$ cat config.mk
export PLATFORM = sky130hd
export DESIGN_NAME = tff_counter_ctrl
export DESIGN_NICKNAME = d
export VERILOG_FILES = /design/src/rtl/tff_ctrl_pkg.sv /design/src/rtl/tff_count_core.sv /design/src/rtl/tff_counter_ctrl.sv
export SDC_FILE = /design/constraint.sdc
export NUM_CORES = 1
export LEC_CHECK = 0
export ABC_AREA = 1
export BUFFER_PORTS_ARGS = -buffer_cell sky130_fd_sc_hd__buf_4
export CAP_MARGIN = 10
export CORE_AREA = 2 2 74 76
export DETAILED_ROUTE_END_ITERATION = 10
export DIE_AREA = 0 0 76 78
export GPL_ROUTABILITY_DRIVEN = 1
export PLACE_DENSITY = 0.51
export SYNTH_ARGS = -nofsm -noshare
export SYNTH_HDL_FRONTEND = slang
export SYNTH_SLANG_ARGS = --single-unit
$ cat constraint.sdc
create_clock -name clk -period 3.7 [get_ports clk]
set_input_delay 0.74 -clock clk [delete_from_list [all_inputs] [get_ports clk]]
set_output_delay 0.74 -clock clk [all_outputs]
set_load 0.005 [all_outputs]
$ cat src/rtl/tff_ctrl_pkg.sv
//------------------------------------------------------------------------------
// Module   : tff_ctrl_pkg
// Brief    : Shared types and defaults for the T-FF counter controller.
// Revision : 1.0 - initial release
//------------------------------------------------------------------------------
`default_nettype none

package tff_ctrl_pkg;

    localparam int DEF_WIDTH = 4;
    localparam int DEF_PRE_W = 4;

    typedef enum logic [1:0] {
        ST_IDLE = 2'd0,
        ST_RUN  = 2'd1,
        ST_HOLD = 2'd2,
        ST_DONE = 2'd3
    } state_t;

    localparam logic MODE_ONESHOT  = 1'b0;
    localparam logic MODE_PERIODIC = 1'b1;

endpackage

`default_nettype wire

$ cat src/rtl/tff_count_core.sv
//------------------------------------------------------------------------------
// Module   : tff_count_core
// Brief    : Synchronous up-counter built from T-FF stages, enable and clear.
// Revision : 1.0 - initial release
//------------------------------------------------------------------------------
`default_nettype none

module tff_count_core #(
    parameter int WIDTH = 4
) (
    input  logic             clk,
    input  logic             reset,
    input  logic             en,
    input  logic             clr,
    output logic [WIDTH-1:0] q
);

    logic [WIDTH-1:0] w_t;

    generate
        for (genvar i = 0; i < WIDTH; i++) begin : g_stage
            logic r_q;

            if (i == 0) begin : g_lsb
                assign w_t[i] = en;
            end else begin : g_upper
                assign w_t[i] = w_t[i-1] & q[i-1];
            end

            // Clear has priority over toggling so a terminal step can restart at 0.
            always_ff @(posedge clk or posedge reset) begin
                if (reset) begin
                    r_q <= 1'b0;
                end else if (clr) begin
                    r_q <= 1'b0;
                end else if (w_t[i]) begin
                    r_q <= ~r_q;
                end
            end

            assign q[i] = r_q;
        end
    endgenerate

endmodule

`default_nettype wire

$ cat src/rtl/tff_counter_ctrl.sv
//------------------------------------------------------------------------------
// Module   : tff_counter_ctrl
// Brief    : Run/hold/stop controller with prescaler and terminal compare.
// Revision : 1.0 - initial release
//------------------------------------------------------------------------------
`default_nettype none

module tff_counter_ctrl
    import tff_ctrl_pkg::*;
#(
    parameter int WIDTH = DEF_WIDTH,
    parameter int PRE_W = DEF_PRE_W
) (
    input  logic             clk,
    input  logic             reset,
    input  logic             cfg_valid,
    output logic             cfg_ready,
    input  logic [WIDTH-1:0] cfg_limit,
    input  logic [PRE_W-1:0] cfg_prescale,
    input  logic             cfg_mode,
    input  logic             start,
    input  logic             stop,
    output logic [WIDTH-1:0] count,
    output logic             busy,
    output logic             tick,
    output logic             done
);

    state_t           r_state;
    state_t           w_next;
    logic [PRE_W-1:0] r_pre_cnt;
    logic [WIDTH-1:0] r_limit;
    logic [PRE_W-1:0] r_prescale;
    logic             r_mode;
    logic             r_tick;
    logic             r_done;

    logic             w_en;
    logic             w_clr;
    logic             w_pre_clr;
    logic             w_pre_inc;
    logic             w_tick;
    logic             w_done;
    logic             w_step;
    logic             w_cfg_xfer;

    tff_count_core #(.WIDTH(WIDTH)) u_core (
        .clk   (clk),
        .reset (reset),
        .en    (w_en),
        .clr   (w_clr),
        .q     (count)
    );

    assign cfg_ready  = (r_state == ST_IDLE) || (r_state == ST_DONE);
    assign busy       = (r_state == ST_RUN)  || (r_state == ST_HOLD);
    assign tick       = r_tick;
    assign done       = r_done;
    assign w_cfg_xfer = cfg_valid && cfg_ready;
    assign w_step     = (r_pre_cnt == r_prescale);

    always_comb begin
        w_next    = r_state;
        w_en      = 1'b0;
        w_clr     = 1'b0;
        w_pre_clr = 1'b0;
        w_pre_inc = 1'b0;
        w_tick    = 1'b0;
        w_done    = 1'b0;
        case (r_state)
            ST_IDLE, ST_DONE: begin
                if (!stop && start) begin
                    w_next    = ST_RUN;
                    w_clr     = 1'b1;
                    w_pre_clr = 1'b1;
                end
            end
            ST_RUN: begin
                if (stop) begin
                    w_next = ST_HOLD;
                end else if (w_step) begin
                    w_pre_clr = 1'b1;
                    if (count == r_limit) begin
                        w_tick = 1'b1;
                        if (r_mode == MODE_PERIODIC) begin
                            w_clr = 1'b1;
                        end else begin
                            // One-shot parks the count at the limit.
                            w_done = 1'b1;
                            w_next = ST_DONE;
                        end
                    end else begin
                        w_en = 1'b1;
                    end
                end else begin
                    w_pre_inc = 1'b1;
                end
            end
            ST_HOLD: begin
                if (stop) begin
                    w_next    = ST_IDLE;
                    w_clr     = 1'b1;
                    w_pre_clr = 1'b1;
                end else if (start) begin
                    w_next = ST_RUN;
                end
            end
            default: begin
                w_next = ST_IDLE;
            end
        endcase
    end

    always_ff @(posedge clk or posedge reset) begin
        if (reset) begin
            r_state    <= ST_IDLE;
            r_pre_cnt  <= '0;
            r_limit    <= '1;
            r_prescale <= '0;
            r_mode     <= MODE_ONESHOT;
            r_tick     <= 1'b0;
            r_done     <= 1'b0;
        end else begin
            r_state <= w_next;
            r_tick  <= w_tick;
            r_done  <= w_done;
            if (w_pre_clr) begin
                r_pre_cnt <= '0;
            end else if (w_pre_inc) begin
                r_pre_cnt <= r_pre_cnt + PRE_W'(1);
            end
            if (w_cfg_xfer) begin
                r_limit    <= cfg_limit;
                r_prescale <= cfg_prescale;
                r_mode     <= cfg_mode;
            end
        end
    end

endmodule

`default_nettype wire

# Yosys cells after proc, flatten, opt, wreduce, memory -nomap -nowiden
# Index checks and enable logic that the tools add are counted.
# Widths: inputs -> output; s select.
[totals]
ff_bits = 21
inputBits = 14
[op_classes]
n_addsub = 1
eq_ne = 10
n_mux = 44
bitwise_logic = 7
reduce_logical = 13
[op_table]
columns = ["op", "count"]
rows = [
  ["$mux 1", 32],
  ["$mux 2", 7],
  ["$reduce_bool 2->1", 5],
  ["$ne 3x3->1 const B", 3],
  ["$eq 4x4->1", 2],
  ["$mux 4", 2],
  ["$pmux 1 s3", 2],
  ["$pmux 2 s3", 1],
  ["$reduce_and 5->1", 1],
  ["$add 4x1->4 const B", 1],
  ["$eq 2x2->1 const B", 2],
  ["$not 1->1", 4],
  ["$and 1x1->1", 3],
  ["$ne 3x2->1 const B", 1],
  ["$eq 2x1->1 const B", 1],
  ["$logic_and 1x1->1", 2],
  ["$logic_not 2->1", 1],
  ["$logic_or 1x1->1", 2],
  ["$ne 2x2->1 const B", 1],
  ["$reduce_or 2->1", 1],
  ["$logic_not 1->1", 1],
]

# Logic depth before layout (Yosys ltp)
# Gate-level depths: netlist of run 1.
[logic_depth]
ltp_word = 10
depth_mapped = 11
depth_no_buf = 11

# Hierarchy
# From an unflattened synthesis of run 1, not the netlist that was laid out.
[hier_totals]
hier_cells = 156
hier_area_um2 = 1249.9
[by_module_without_submodules]
columns = ["mod", "n_inst", "cells_each", "area_each_um2", "seq_area_each_um2"]
rows = [
  ["tff_counter_ctrl", 1, 130, 1024.7, 430.4],
  ["tff_count_core", 1, 26, 225.2, 100.1],
]

# Least setup slack after synthesis of run 1
# No wires, ideal clock.
[synth_path]
path_kind = "flip-flop to output port"
startpoint = "reg r_state[0]"
endpoint = "out busy"
arrival_ns = 0.810
required_ns = 2.960
setup_slack_ns = 2.150
stages_incl_launch_ff = 4
n_path_buf = 0
cell_sequence = "dfrtp_1 > inv_1 > ha_1 > inv_1"
[synth_between]
elab_chain_len = 2
[synth_lines]
columns = ["element", "line_no", "text"]
rows = [
  ["start: declaration", "tff_counter_ctrl.sv:29", "state_t r_state;"],
  ["start signal: assignment", "tff_counter_ctrl.sv:124", "r_state <= w_next;"],
  ["$eq 2x1->1 or $eq 2x2->1 (tied branches)", "tff_counter_ctrl.sv:56", "assign busy = (r_state == ST_RUN) || (r_state == ST_HOLD);"],
  ["$logic_or 1x1->1 *", "tff_counter_ctrl.sv:56", ""],
  ["end: declaration", "tff_counter_ctrl.sv:24", "output logic busy,"],
]
# Mark *: on every way between the ends. The rest lies on a longest branch, timed or not.

# Worst setup path in the final report of run 1
[layout_path]
startpoint = "reg r_state[1]"
endpoint = "out busy"
# The elaborated chain is that of the path after synthesis.

==> results.toml, run 1 <==
[synth]
syn-instance-count = 152
synth_most_common_cell = "nand2_1"
yosysWarnings = 0
synthesis.nets = 169
synthTopCellsByArea = "dfrtp_1, nand2_1, dfstp_2"
synth_top_area_cell = "dfrtp_1"
synth_area_mm2 = 0.00125
async_reset_ff_share_pct = 100
ys_seq_area_share_pct = 42.4
synth_edf_count = 0
ys_ff_latch = 21
synth_area_per_cell_um2 = 8.23
synth_common_cells = "nand2_1, inv_1, dfrtp_1, nor2_1, a21oi_1"
ys_types = 26
synth_top_area_share_pct = 34.0
ys.flop_type = "dfrtp_1"

[floorplan]
row_count = 26
die_area_mm2 = 0.00593
ios = 22
die_width_um = 76
coreArea_mm2 = 0.00504
die_h_um = 78
initial_utilization_pct = 24.8

[critical_path]
path_delay_family = "flip-flops"
critPathBufInv = 2
startpoint = "r_state[1]"
endpoint_kind = "primary output"
cp-endpoint = "busy"
r2r-end = "r_mode"
max_stage_delay_ns = 0.41
critPathArrivalTime_ns = 1.24
timing.rr.start = "r_state[1]"
cp-start-kind = "register"
worstRegToRegCells = 3
cp_max_fo = 4
critPathSlowestCell = "dfrtp_1"
path_depth = 3
cp.required_ns = 2.96
cp_cell_sequence = "ha_1 > inv_1 > buf_4"
critPathKind = "reg2out"
r2r_slack_ns = 2.07

[cts]
root_buffer = "clkbuf_8"
clk_latency_ns = 0.26
path_clk_slew_ns = 0.08
htreeDepth = 1
ctsResizeCount = 0
cts_buffers = 3
clockBufferDepth = 2
cts_tree = "built"
cts.sinks = 21
cts_setup_buffers = 0
postCtsHoldBufs = 0

[timing]
finalHoldViolations = 0
worstMarginPinSlew_ns = 0.819
fmax_mhz = 505
drv_slew = 0
min_period_over_period_pct = 53.6
hold_ws_ns = 0.494
rsz0062_at_grt = "no"
finClkSkew_ns = 0.00311
setup_viol = 0
timing.setup.tns_ns = 0
maxSlewHeadroom_pct = 45.3
period_minus_slack_ns = 1.98

[finish]
finalNetCount = 190
area_delta_synth_final_pct = 20.6
nFillCells = 550
drive_gt1_share_pct = 32.0
final_cell_area_mm2 = 0.00151
finalNonFillerCells = 242
seq_area_um2 = 531
multiInputGateArea_um2 = 593
antennaDiodeCount = 0

[grt]
grt_max_degree = 22
antenna_found_initial = 0
track_usage_pct = 9.16
grt_overflow = 0
grt_first_pass_wirelength_um = 4340
grt_pass1_vias = 927

[run]
maxCapViolCount = 0

[placed_design]
place_area_mm2 = 0.00146
portBuffers = 21
hpwl_um = 1890
placed_cells = 238
place_congestion = 0.734

[hold_path]
hold_class = "reg2reg"

[route]
dr.pass1.iters = 4
vias_per_cell = 3.94
avgRoutedWirePerCell_um = 10.1
drc = 0
ant_nets = 0
drt_iter0_drc = 48
drt-total-wl_um = 2430
via_count = 954

[pwr]
p_leak_nw = 0.737
cellPowerDensity_mw_per_mm2 = 698
vdd_drop_max_mv = 0.396

[status]
status = "completed"
-- final cells by class --
type,count,share of cell area [%]
Clock buffer,3,2.74
Clock inverter,1,0.332
Inverter,25,6.22
Multi-Input combinational cell,101,39.3
Sequential cell,21,35.2
Tap cell,70,5.80
Timing Repair Buffer,21,10.4
-- layer usage --
| layer | vias to the layer above | wire [µm] | track usage (%) |
|---|---|---|---|
| met3 | 2 | 120 | 3.02 |
| met5 | - | 0 | 0 |
| met1 | 424 | 1310 | 12.9 |
| met2 | 20 | 980 | 13.6 |
| li1 | 508 | - | - |
| met4 | 0 | 19 | 2.18 |
-- flip-flops by register name, summed over array words and instances (netlist names) --
name                flops
r_pre_cnt               4
r_prescale              4
r_mode                  1
r_limit                 4
done                    1
u_core.g_stage.r_q      4
tick                    1
r_state                 2
-- cell usage in the layout (no fill, tap or decap), types with 3 or more instances in the layout --
cell / n
a21oi_1: 9
ha_1: 3
dfstp_2: 4
xor2_1: 3
buf_4: 21
nor2_1: 17
dfrtp_1: 17
nand3_1: 6
mux2_2: 3
nand2_1: 30
inv_1: 20
inv_2: 5
clkbuf_8: 3
nor3_1: 3
nor2_4: 5
nand4_1: 3
nand2_2: 7
-- cell families after synthesis --
family / share of synthesized area (%)
AO/OA/AOI/OAI: 7.10
XOR/XNOR: 3.50
adder cells (fa/ha/maj): 3.00
buffers and inverters: 10.2
flip-flops: 42.4
multiplexers: 2.70
AND/OR/NAND/NOR: 31.1
-- worst min path at each step --
stage | start | endpoint | slack (ns) | cells after the start
3_3_place_gp | r_limit[2] | r_limit[2] | 0.48 | 2
6_report | r_limit[3] | r_limit[3] | 0.49 | 2
4_1_cts | r_limit[2] | r_limit[2] | 0.50 | 2
2_1_floorplan | r_mode | done | 0.43 | 1
5_1_grt | r_limit[2] | r_limit[2] | 0.54 | 2
3_5_place_dp | r_limit[3] | r_limit[3] | 0.48 | 2
-- worst register-to-register path, cell delays in order, from the launching register on --
cell     delay, ns
dfrtp_1       0.41
ha_1          0.33
nand2_1       0.39
mux2_2        0.39
-- per-stage QoR --
step / setup WS [ns] / total power [W] / utilization [%]
final: 1.72 / 0.00105 / 29.9
after detailed placement: 1.96 / 0.000908 / 29.0
after CTS: 1.69 / 0.00107 / 29.9
after global placement: 1.96 / 0.000905 / 29.0
after global routing: 1.65 / 0.00116 / 29.9
after floorplan: 2.15 / 0.000785 / -
-- report_power, final --
| group | switching, W | internal, W |
|---|---|---|
| sequential | 0.0000560 | 0.000318 |
| clock | 0.0000805 | 0.0000752 |
| combinational | 0.000318 | 0.000206 |
| total | 0.000454 | 0.000599 |
No activity file was read; power rests on OpenSTA's default activity.
==> inputs of run 2 (changes only) <==
- PLACE_DENSITY: 0.51 -> 0.53
- clock period: 3.7 -> 1.8 ns (I/O delays scaled with it)
==> results.toml, run 2 (synthesized netlist as in run 1, its figures left out) <==
[grt]
busiest_layer = "met1"
grt.met2_usage_pct = 11.8
antenna_found_initial = 0
grt_overflow = 0
met3_usage_pct = 3.37
track_usage_pct = 8.73
grt_max_degree = 22
use_met1_pct = 12.9
grt_first_pass_wirelength_um = 4150
grt_pass1_vias = 879

[pwr]
p_switching_w = 0.000924
p_sw_share_pct = 42.5
p_comb_share_pct = 50.5
cellPowerDensity_mw_per_mm2 = 1430
p_leak_nw = 0.743
seq_power_share_pct = 35.3
clkPwrFrac_pct = 14.2
internal_power_w = 0.00125
vdd_drop_max_mv = 0.813

[cts]
path_clk_slew_ns = 0.08
cts_setup_buffers = 0
clk_latency_ns = 0.26
ctsResizeCount = 0
postCtsHoldBufs = 0
cts.sinks = 21
cts_tree = "built"
cts_buffers = 3
root_buffer = "clkbuf_8"
clockBufferDepth = 2
htreeDepth = 1

[timing]
hold_ws_ns = 0.124
maxSlewHeadroom_pct = 75.5
period_minus_slack_ns = 1.63
timing.setup.tns_ns = 0
rsz0062_at_grt = "no"
min_period_over_period_pct = 90.6
drv_slew = 0
worstMarginPinSlew_ns = 0.368
finalHoldViolations = 0
fmax_mhz = 613
setup_viol = 0
finClkSkew_ns = 0.00791

[critical_path]
cp-start-kind = "register"
timing.rr.start = "r_state[0]"
r2r_slack_ns = 0.17
critPathSlowestCell = "dfrtp_1"
cp_cell_sequence = "inv_1 > ha_1 > inv_1 > a21oi_1 > nor3_1 > o211ai_2 > nand2_1 > o21ai_1"
cp.required_ns = 1.95
endpoint_kind = "register"
worstRegToRegCells = 8
critPathArrivalTime_ns = 1.78
r2r-end = "r_state[1]"
max_stage_delay_ns = 0.37
cp_common_cell = "inv_1"
critPathKind = "reg2reg"
cp_max_fo = 4

[placed_design]
place_congestion = 0.852
hpwl_um = 1870
portBuffers = 21

[hold_path]
hold_class = "in2async"

[finish]
area_delta_synth_final_pct = 21.7
antennaDiodeCount = 0
finalNetCount = 192
layout_common_cells = "nand2_1, buf_4, inv_1, nor2_1, dfrtp_1"
final_common_cell = "nand2_1"
drive_gt1_share_pct = 32.2
nFillCells = 553

[route]
drt-total-wl_um = 2350
avgRoutedWirePerCell_um = 9.64
drc = 0
dr.pass1.iters = 4
ant_nets = 0
drt_iter0_drc = 20
vias_per_cell = 3.86
via_count = 942

[floorplan]
initial_utilization_pct = 24.8
row_count = 26
die_area_mm2 = 0.00593
ios = 22
die_width_um = 76
die_h_um = 78
coreArea_mm2 = 0.00504

[status]
status = "completed"

[run]
maxCapViolCount = 0
[run 2: cell types whose count changed in the layout (fill, tap and decap cells not counted), sizes merged]
cell / previous run / this run
buf: 21 / 23
clkbuf: 3 / 4
clkinv: 1 / 0
[run 2: how the worst max path moves through the flow]
stage | start | end | cells after the start
floorplan | r_state[0] | r_state[1] | 8
global placement | r_state[0] | r_state[1] | 8
detailed placement | r_state[0] | r_state[1] | 8
CTS | r_state[0] | r_state[1] | 8
global route | r_state[0] | r_state[1] | 8
finish | r_state[0] | r_state[1] | 8
[run 2: metal layers]
metal	part of all wire (%)	wire, µm	vias up
met5	0	0	-
met1	53	1250	406
met4	0.89	21	0
li1	-	-	515
met2	40	948	19
met3	5.5	130	2
[run 2: layout make-up]
type,instances,area (µm²),share of cell area [%]
Multi-Input combinational cell,101,593,38.9
Sequential cell,21,531,34.8
Timing Repair Buffer,23,173,11.3
Inverter,25,93.8,6.16
Tap cell,70,87.6,5.75
Clock buffer,4,45.0,2.96
[run 2: stage by stage]
| step | utilization, % | total power [W] | setup slack, ns | cells | area, µm² |
|---|---|---|---|---|---|
| floorplan | - | 0.00161 | 0.325 | 152 | 1250 |
| global placement | 29.3 | 0.00188 | 0.217 | 240 | 1480 |
| detailed placement | 29.3 | 0.00189 | 0.203 | 240 | 1480 |
| CTS | 30.2 | 0.00221 | 0.164 | 244 | 1520 |
| global route | 30.2 | 0.00238 | 0.00962 | 244 | 1520 |
| finish | 30.2 | 0.00217 | 0.169 | 244 | 1520 |
[run 2: worst max-delay path: cells and delay by family (launching register included)]
family / cells / cell delay (ns)
compound gates: 3 / 0.30
fa+ha+maj: 1 / 0.33
buf+inv: 2 / 0.17
flops: 1 / 0.37
simple gates: 2 / 0.35
[run 2: power groups by stage]
stage | Sequential, W | Combinational, W | Clock [W]
2_1_floorplan | 0.000740 | 0.000874 | 0
3_3_place_gp | 0.000771 | 0.00111 | 0
3_5_place_dp | 0.000770 | 0.00112 | 0
4_1_cts | 0.000766 | 0.00112 | 0.000323
5_1_grt | 0.000787 | 0.00125 | 0.000346
6_report | 0.000766 | 0.00110 | 0.000308
